[config.mk]
export PLATFORM = sky130hd
export DESIGN_NAME = adc_scan_spi_flat
export DESIGN_NICKNAME = d
export VERILOG_FILES = /design/src/rtl/adc_scan_spi_if.sv /design/src/rtl/adc_scan_spi.sv /design/src/flat_wrapper.sv
export SDC_FILE = /design/constraint.sdc
export NUM_CORES = 1
export LEC_CHECK = 0
export CORE_UTILIZATION = 56
export DETAILED_ROUTE_END_ITERATION = 8
export PLACE_DENSITY = 0.8
export SYNTH_ARGS = -nofsm -noshare
export SYNTH_HDL_FRONTEND = slang
export SYNTH_SLANG_ARGS = --single-unit
[constraint.sdc]
create_clock -name clk -period 4.05 [get_ports clk]
set_clock_uncertainty 0.1 [all_clocks]
set_input_delay 0.6075 -clock clk [delete_from_list [all_inputs] [get_ports clk]]
set_output_delay 0.6075 -clock clk [all_outputs]
set_load 0.03 [all_outputs]
[src/rtl/adc_scan_spi_if.sv]
// Result stream of the ADC scanner: one conversion result and its channel tag,
// transferred with a valid/ready handshake.
interface adc_scan_spi_if #(
    parameter int CH_W   = 3,
    parameter int DATA_W = 12
);
    logic              out_valid;
    logic              out_ready;
    logic [DATA_W-1:0] out_data;
    logic [CH_W-1:0]   out_ch;

    modport master (output out_valid, output out_data, output out_ch, input out_ready);
    modport slave  (input out_valid, input out_data, input out_ch, output out_ready);
endinterface

[src/rtl/adc_scan_spi.sv]
// Round-robin SPI scanner for a multi-channel serial ADC: streams address/data
// frames back to back while enabled and emits tagged results on a handshake port.
module adc_scan_spi #(
    parameter int NUM_CH = 8,
    parameter int CH_W   = 3,
    parameter int DATA_W = 12,
    parameter int LEAD   = 4,
    parameter int DIV    = 1
) (
    input  logic              clk,
    input  logic              reset,
    input  logic              enable,
    input  logic [NUM_CH-1:0] ch_mask,
    input  logic              adc_dout,
    output logic              adc_din,
    output logic              adc_sclk,
    output logic              adc_cs_b,
    output logic              overrun,
    output logic              busy,
    adc_scan_spi_if.master    res
);
    localparam int FB    = LEAD + DATA_W;
    localparam int BIT_W = $clog2(FB);
    localparam int DIV_W = (DIV > 1) ? $clog2(DIV) : 1;

    typedef enum logic [1:0] {IDLE, SETUP, SHIFT} state_t;

    state_t            state_q, state_d;
    logic [DIV_W-1:0]  div_cnt_q;
    logic              phase_q;
    logic [BIT_W-1:0]  bit_cnt_q;
    logic [CH_W-1:0]   addr_q;
    logic [CH_W-1:0]   tag_q;
    logic              first_q;
    logic [DATA_W-1:0] shift_q;
    logic              emit_q;
    logic              out_valid_q;
    logic              overrun_q;
    logic [DATA_W-1:0] out_data_q;
    logic [CH_W-1:0]   out_ch_q;

    logic              go;
    logic              phase_end;
    logic              bit_end;
    logic              frame_end;
    logic              frame_start;
    logic              in_addr_win;
    logic [CH_W-1:0]   din_pos;

    // Next set mask bit strictly after prev, wrapping; keeps prev if the mask is empty.
    function automatic logic [CH_W-1:0] next_set(input logic [NUM_CH-1:0] m,
                                                 input logic [CH_W-1:0]   prev);
        logic [CH_W-1:0] r;
        logic            found;
        int              idx;
        r     = prev;
        found = 1'b0;
        for (int i = 1; i <= NUM_CH; i++) begin
            idx = (int'(prev) + i) % NUM_CH;
            if (!found && m[idx[CH_W-1:0]]) begin
                r     = idx[CH_W-1:0];
                found = 1'b1;
            end
        end
        return r;
    endfunction

    assign go          = enable && (ch_mask != '0);
    assign phase_end   = (div_cnt_q == DIV_W'(DIV - 1));
    assign bit_end     = (state_q == SHIFT) && phase_q && phase_end;
    assign frame_end   = bit_end && (bit_cnt_q == BIT_W'(FB - 1));
    assign frame_start = (state_q == SHIFT) && (bit_cnt_q == '0) && !phase_q && (div_cnt_q == '0);
    assign in_addr_win = (bit_cnt_q >= BIT_W'(2)) && (bit_cnt_q <= BIT_W'(CH_W + 1));
    assign din_pos     = CH_W'(CH_W + 1 - int'(bit_cnt_q));

    always_ff @(posedge clk or posedge reset) begin
        if (reset) state_q <= IDLE;
        else       state_q <= state_d;
    end

    always_comb begin
        state_d = state_q;
        case (state_q)
            IDLE:    if (go) state_d = SETUP;
            SETUP:   if (phase_end) state_d = SHIFT;
            SHIFT:   if (frame_end && !go) state_d = IDLE;
            default: state_d = IDLE;
        endcase
    end

    always_comb begin
        adc_cs_b = 1'b1;
        adc_sclk = 1'b1;
        adc_din  = 1'b0;
        busy     = 1'b0;
        case (state_q)
            SETUP: begin
                adc_cs_b = 1'b0;
                busy     = 1'b1;
            end
            SHIFT: begin
                adc_cs_b = 1'b0;
                busy     = 1'b1;
                adc_sclk = phase_q;
                if (in_addr_win) adc_din = addr_q[din_pos];
            end
            default: ;
        endcase
    end

    // Bit timing: div_cnt_q paces each half period, phase_q=0 is the low half.
    always_ff @(posedge clk or posedge reset) begin
        if (reset) begin
            div_cnt_q <= '0;
            phase_q   <= 1'b0;
            bit_cnt_q <= '0;
        end else if (state_q == IDLE) begin
            div_cnt_q <= '0;
            phase_q   <= 1'b0;
            bit_cnt_q <= '0;
        end else begin
            div_cnt_q <= phase_end ? '0 : div_cnt_q + DIV_W'(1);
            if ((state_q == SHIFT) && phase_end) begin
                phase_q <= !phase_q;
                if (phase_q)
                    bit_cnt_q <= (bit_cnt_q == BIT_W'(FB - 1)) ? '0 : bit_cnt_q + BIT_W'(1);
            end
        end
    end

    // The tag of a frame is the address sent in the previous one; the first
    // frame after chip select falls converts channel 0.
    always_ff @(posedge clk or posedge reset) begin
        if (reset) begin
            first_q <= 1'b0;
            addr_q  <= '0;
            tag_q   <= '0;
            shift_q <= '0;
            emit_q  <= 1'b0;
        end else begin
            if ((state_q == IDLE) && go) first_q <= 1'b1;
            if (frame_start) begin
                first_q <= 1'b0;
                tag_q   <= first_q ? '0 : addr_q;
                addr_q  <= next_set(ch_mask, first_q ? CH_W'(NUM_CH - 1) : addr_q);
            end
            if (bit_end) shift_q <= {shift_q[DATA_W-2:0], adc_dout};
            emit_q <= frame_end && ch_mask[tag_q];
        end
    end

    always_ff @(posedge clk or posedge reset) begin
        if (reset) begin
            out_valid_q <= 1'b0;
            out_data_q  <= '0;
            out_ch_q    <= '0;
            overrun_q   <= 1'b0;
        end else if (emit_q) begin
            out_valid_q <= 1'b1;
            out_data_q  <= shift_q;
            out_ch_q    <= tag_q;
            if (out_valid_q && !res.out_ready) overrun_q <= 1'b1;
        end else if (out_valid_q && res.out_ready) begin
            out_valid_q <= 1'b0;
        end
    end

    assign res.out_valid = out_valid_q;
    assign res.out_data  = out_data_q;
    assign res.out_ch    = out_ch_q;
    assign overrun       = overrun_q;
endmodule

[src/flat_wrapper.sv]
// flat-port wrapper written by rule: the top's interface ports become plain ports
module adc_scan_spi_flat 
#(
    parameter int NUM_CH = 8,
    parameter int CH_W   = 3,
    parameter int DATA_W = 12,
    parameter int LEAD   = 4,
    parameter int DIV    = 1
)
  (clk, reset, enable, ch_mask, adc_dout, adc_din, adc_sclk, adc_cs_b, overrun, busy, res_out_valid, res_out_data, res_out_ch, res_out_ready);
  adc_scan_spi_if #(.CH_W(CH_W), .DATA_W(DATA_W)) res_i ();
  input  logic clk;
  input  logic reset;
  input  logic enable;
  input  logic [NUM_CH-1:0] ch_mask;
  input  logic adc_dout;
  output logic adc_din;
  output logic adc_sclk;
  output logic adc_cs_b;
  output logic overrun;
  output logic busy;
  output wire logic [$bits(res_i.out_valid)-1:0] res_out_valid;
  output wire logic [$bits(res_i.out_data)-1:0] res_out_data;
  output wire logic [$bits(res_i.out_ch)-1:0] res_out_ch;
  input wire logic [$bits(res_i.out_ready)-1:0] res_out_ready;
  assign res_out_valid = res_i.out_valid;
  assign res_out_data = res_i.out_data;
  assign res_out_ch = res_i.out_ch;
  assign res_i.out_ready = res_out_ready;
  adc_scan_spi #(.NUM_CH(NUM_CH), .CH_W(CH_W), .DATA_W(DATA_W), .LEAD(LEAD), .DIV(DIV)) u_core (.clk(clk), .reset(reset), .enable(enable), .ch_mask(ch_mask), .adc_dout(adc_dout), .adc_din(adc_din), .adc_sclk(adc_sclk), .adc_cs_b(adc_cs_b), .overrun(overrun), .busy(busy), .res(res_i));
endmodule
; Word level (Yosys, flattened, before mapping)
; Index checks and enable logic that the tools add are counted.
[op_classes]
order_cmp = 12
n_eq_ne = 6
n_addsub = 11
n_mux = 65
n_bitwise = 1
n_reduce_logical = 42
[op_table]
columns = cell, n
row1 = two-way mux 1 bit, 37
row2 = "less-than comparator 3 x 4 -> 1 bit, second input constant", 9
row3 = two-way mux 3 bit, 10
row4 = binary-select mux 1 bit (select 3 bit), 9
row5 = logical AND 1 bit, 21
row6 = two-way mux 4 bit, 4
row7 = "adder 3 bit, second input constant", 4
row8 = zero test 1 bit, 10
row9 = nonzero test 2 bit, 4
row10 = nonzero test 8 bit, 1
row11 = "adder 3 x 1 -> 3 bit, second input constant", 2
row12 = "adder 3 x 2 -> 3 bit, second input constant", 2
row13 = two-way mux 2 bit, 3
row14 = one-hot mux 2 bit (3 select lines), 1
row15 = "adder 4 x 1 -> 4 bit, second input constant", 1
row16 = "equality test 4 bit, second input constant", 1
row17 = "greater-or-equal comparator 4 x 2 -> 1 bit, second input constant", 1
row18 = "<= comparator 4 x 3 -> 1 bit, second input constant", 1
row19 = zero test 4 bit, 1
row20 = "inequality test 2 bit, second input constant", 2
row21 = AND reduction 2 bit, 2
row22 = "less-than comparator 3 bit, second input constant", 1
row23 = AND reduction 3 bit, 1
row24 = "subtractor 3 bit, first input constant", 1
row25 = other kinds (8), 8
[totals]
inputBits = 13
regBits = 45
output_inout_bits = 21
wordCells = 150

; Logic depth before layout (Yosys ltp)
[logic_depth]
ltp_word = 33
ltp_mapped = 12
ltp_nobuf = 10

; Worst setup path before layout
; OpenSTA, ideal clock, no wires.
[synth_path]
path_kind = flip-flop to output port
from = register u_core.state_q[0]
to = output port adc_din
setup_slack_ps = 818
stages_incl_launch_ff = 6
n_path_buf = 1
arrival_time_ps = 2525
required_time_ps = 3342
path_cell_list = dfrtp_1 > inv_1 > ha_1 > clkbuf_1 > nand2b_1 > a2111oi_0
[synth_between]
elab_chain_len = 2
[synth_rtl]
columns = item, line
row1 = start: declaration, adc_scan_spi.sv:28  ; state_t state_q, state_d;
row2 = start signal: assignment, adc_scan_spi.sv:78  ; else state_q <= state_d;
row3 = equality test 2 bit, adc_scan_spi.sv:96  ; case (state_q)
row4 = two-way mux 1 bit, adc_scan_spi.sv:96
row5 = end: declaration, flat_wrapper.sv:17  ; output logic adc_din;
; No other way between the ends.

; Final worst setup path
; Ends and elaborated chain as after synthesis.

==> run_results.csv <==
group,metric,value,unit
worst_setup_path,critical_path_buf_inv_count,2,
grt,global_route.usage.total,24.5,%
sta,finalCritPeriodShare,81.7,%
worst_setup_path,endpoint_kind,"output pin",
worst_setup_path,slowest_stage,"sky130_fd_sc_hd__clkdlybuf4s50_1",
worst_setup_path,critical_path_maximum_fanout,10,
grt,grt_pass1_wl,10.1,mm
die,x_dimension_of_the_die,74.1,um
synthesis,synth_common_cells,"sky130_fd_sc_hd__dfrtp_1 (44), sky130_fd_sc_hd__mux2_2 (32), sky130_fd_sc_hd__a21oi_1 (19), sky130_fd_sc_hd__nand2_1 (15)",
synthesis,number_of_synthesized_register_bits,44,
die,boundary_pins,34,
synthesis,async_flop_share,100,%
hold_path,worst_hold_path.num_cells,1,
finish,num_antenna_cells,0,
worst_setup_path,critical_path.reg2reg.startpoint,"u_core.first_q",
finish,seq_area,1100,um2
worst_setup_path,reg_to_reg_slack_setup,0.90,ns
pwr,power-per-cell-area,788,nW/um2
die,floorplan.die_area,5500,um2
cts,max-clock-path-buffers,2,
sta,report.final.setup_viol,0,
placement,preCtsSetupSlack,0.812,ns
hold_path,hold_path_sink,"u_core.overrun",
route,detail_route.wirelength.met1,2.69,mm
finish,area_growth,16.1,%
finish,layout-drive-gt1-share,25.4,%
synthesis,synth_area_leaders,"sky130_fd_sc_hd__dfrtp_1 (38%), sky130_fd_sc_hd__mux2_2 (12%), sky130_fd_sc_hd__mux2i_1 (4.5%)",
worst_setup_path,critPathArrivalTime,2.60,ns
worst_setup_path,timing.setup.critical_path_class,"register to output pin",
sta,hold_viol_final,0,
synthesis,synth-edff-count,0,
sta,setup_slack,0.742,ns
cts,cts_root_buffer,"sky130_fd_sc_hd__clkbuf_8",
cts,cts_resized,0,
sta,max_freq,0.302,GHz
route,vias_per_cell,6.09,
pwr,total_leakage_power,1.43,nW
synthesis,ys.flop_type,"sky130_fd_sc_hd__dfrtp_1",
finish,nets_final,317,
die,core_area,4850,um2
route,final_antenna_net_count,0,
synthesis,post_synthesis_cell_area,2910,um2
hold_path,min-delay-start,"u_core.overrun",
job,timing.max_cap.violations,0,
worst_setup_path,critPathLaunch,"u_core.state_q[0]",
cts,postCtsHoldBufs,0,
die,floorplan.initialDensity,60.1,%
sta,timing.slew.headroom,57.1,%
sta,rsz0062_at_grt,"no",
grt,globalRouteOverflowTotal,0,
synthesis,mean_syn_cell_area,10.9,um2
finish,multiInputGateArea,1660,um2
die,core.rowCount,25,
grt,antenna_found_initial,0,
placement,place.gp.congestion,0.982,
worst_setup_path,critical_path_max_stage_delay,0.77,ns
cts,clock_insertion_delay_worst_skew,0.30,ns
cts,tritoncts.num_buffers,5,
route,drt-total-wl,5.98,mm
cts,tritoncts,"built",
sta,setup_tns,0,ns
sta,maxSlewViolCount,0,
synthesis,yosys.area.top_type_share,37.8,%
route,met3_wirelength,354,um
route,avgRoutedWirePerCell,16.3,um
sta,tightest_slew,0.644,ns
placement,detailed_place_hpwl,4.50,mm
synthesis,yosysUniqueCellTypes,67,
route,drt_pre_antenna_iters,4,
synthesis,synth.most_common_cell,"sky130_fd_sc_hd__dfrtp_1",
worst_setup_path,critical_path.startpoint_type,"register",
worst_setup_path,path_delay_family,"buffers and inverters",
worst_setup_path,cp_data_required_time,3.34,ns
finish,filler_cells_inserted,346,
grt,grt_max_degree,32,
synthesis,synth-warning-count,0,
status,status,"complete, no violations",
synthesis,synth_seq_area_share,37.8,%
synthesis,synth_fp_nets,286,
route,wl_met2,2.82,mm
cts,clock_sinks,44,
die,floorplan.die.height,74.1,um
placement,port_buffers,33,
synthesis,syn_inst,267,
hold_path,worst_hold_path_type,"register to register",
cts,post_cts_buffers,0,
cts,clkSlewWorstSetupHoldPaths,0.09,ns
worst_setup_path,worstPathCellList,"inv_1 > ha_1 > nand2b_1 > a2111oi_0 > clkdlybuf4s50_1",
route,routed-via-count,2230,
synthesis,biggest_area_consumer_among_synthesized_cells,"sky130_fd_sc_hd__dfrtp_1",
route,top_signal_layer_used,"met4",
route,initialDrtViolationCount,111,
grt,number_of_global_route_vias_before_repair,2084,
pwr,irDropWorstVdd,0.652,mV
worst_setup_path,r2r_cells,10,
cts,cts_htree_levels,2,
route,drc,0,
sta,timing.final.crit_period,3.31,ns
worst_setup_path,regToRegEndpoint,"u_core.addr_q[0]",
-- power breakdown --
part / switching (W) / internal (W) / leakage, nW
Clock: 0.000160 / 0.000186 / 0.0548
Combinational: 0.000961 / 0.000744 / 0.784
Sequential: 0.0000929 / 0.000521 / 0.591
Total: 0.00121 / 0.00145 / 1.43
-- worst max path at each step --
stage | end | slack, ns | cells past startpoint
final | adc_din | 0.74 | 5
after floorplan | adc_din | 0.82 | 5
after global routing | adc_din | 0.54 | 6
after CTS | adc_din | 0.69 | 5
after detailed placement | u_core.addr_q[0] | 0.81 | 8
after global placement | u_core.addr_q[1] | 0.83 | 9
-- area by class of cell --
class                           count  area share [%]
Inverter                           12            1.55
Sequential cell                    44            32.6
Clock inverter                      3            1.37
Tap cell                           67            2.48
Multi-Input combinational cell    197            49.1
Clock buffer                        5            2.03
Timing Repair Buffer               38            10.9
-- state kept, by name, indices dropped and copies added (netlist names), 2 cells and up --
register and flops:
u_core.res.out_data 12, u_core.shift_q 12, u_core.state_q 2, u_core.res.out_ch 3, u_core.bit_cnt_q 4, u_core.tag_q 3
u_core.addr_q 3
-- cells in the final DEF (no fill, tap or decap), drive strengths merged, types with 4 or more instances in the layout --
| cell | instances |
|---|---|
| nor3 | 9 |
| nor2 | 17 |
| buf | 5 |
| nand3 | 7 |
| nand2b | 5 |
| nor4 | 4 |
| o21ai | 8 |
| a211oi | 5 |
| mux2 | 32 |
| clkbuf | 5 |
| a21oi | 20 |
| ha | 6 |
| inv | 12 |
| clkdlybuf4s50 | 33 |
| mux4 | 6 |
| nand2 | 15 |
| dfrtp | 44 |
| mux2i | 15 |
-- logic make-up after synthesis --
kind of cell	Yosys count	synth area share [%]
AOI/OAI and AO/OA	60	14.9
xor gates and xnor gates	3	1.55
adders and majority gates	6	2.58
buffers and inverters	26	5.20
DFF	44	37.8
muxes	53	22.8
and+or+nand+nor	75	15.2
-- through the flow --
step | power [W] | cells | util [%] | hold slack (ns) | cell area (um2)
6_report | 0.00267 | 366 | 69.8 | 0.369 | 3380
2_1_floorplan | 0.00202 | 267 | - | 0.374 | 2910
5_1_grt | 0.00286 | 366 | 69.8 | 0.389 | 3380
3_5_place_dp | 0.00231 | 358 | 67.4 | 0.355 | 3270
3_3_place_gp | 0.00229 | 358 | 67.4 | 0.354 | 3270
4_1_cts | 0.00266 | 366 | 69.8 | 0.376 | 3380
-- layer usage --
layer	up-vias	GRT usage, %
met3	11	4.74
met5	-	0
met4	0	9.62
li1	1061	-
met2	75	37.6
met1	1083	34.2
(Power assumes the default switching activity.)
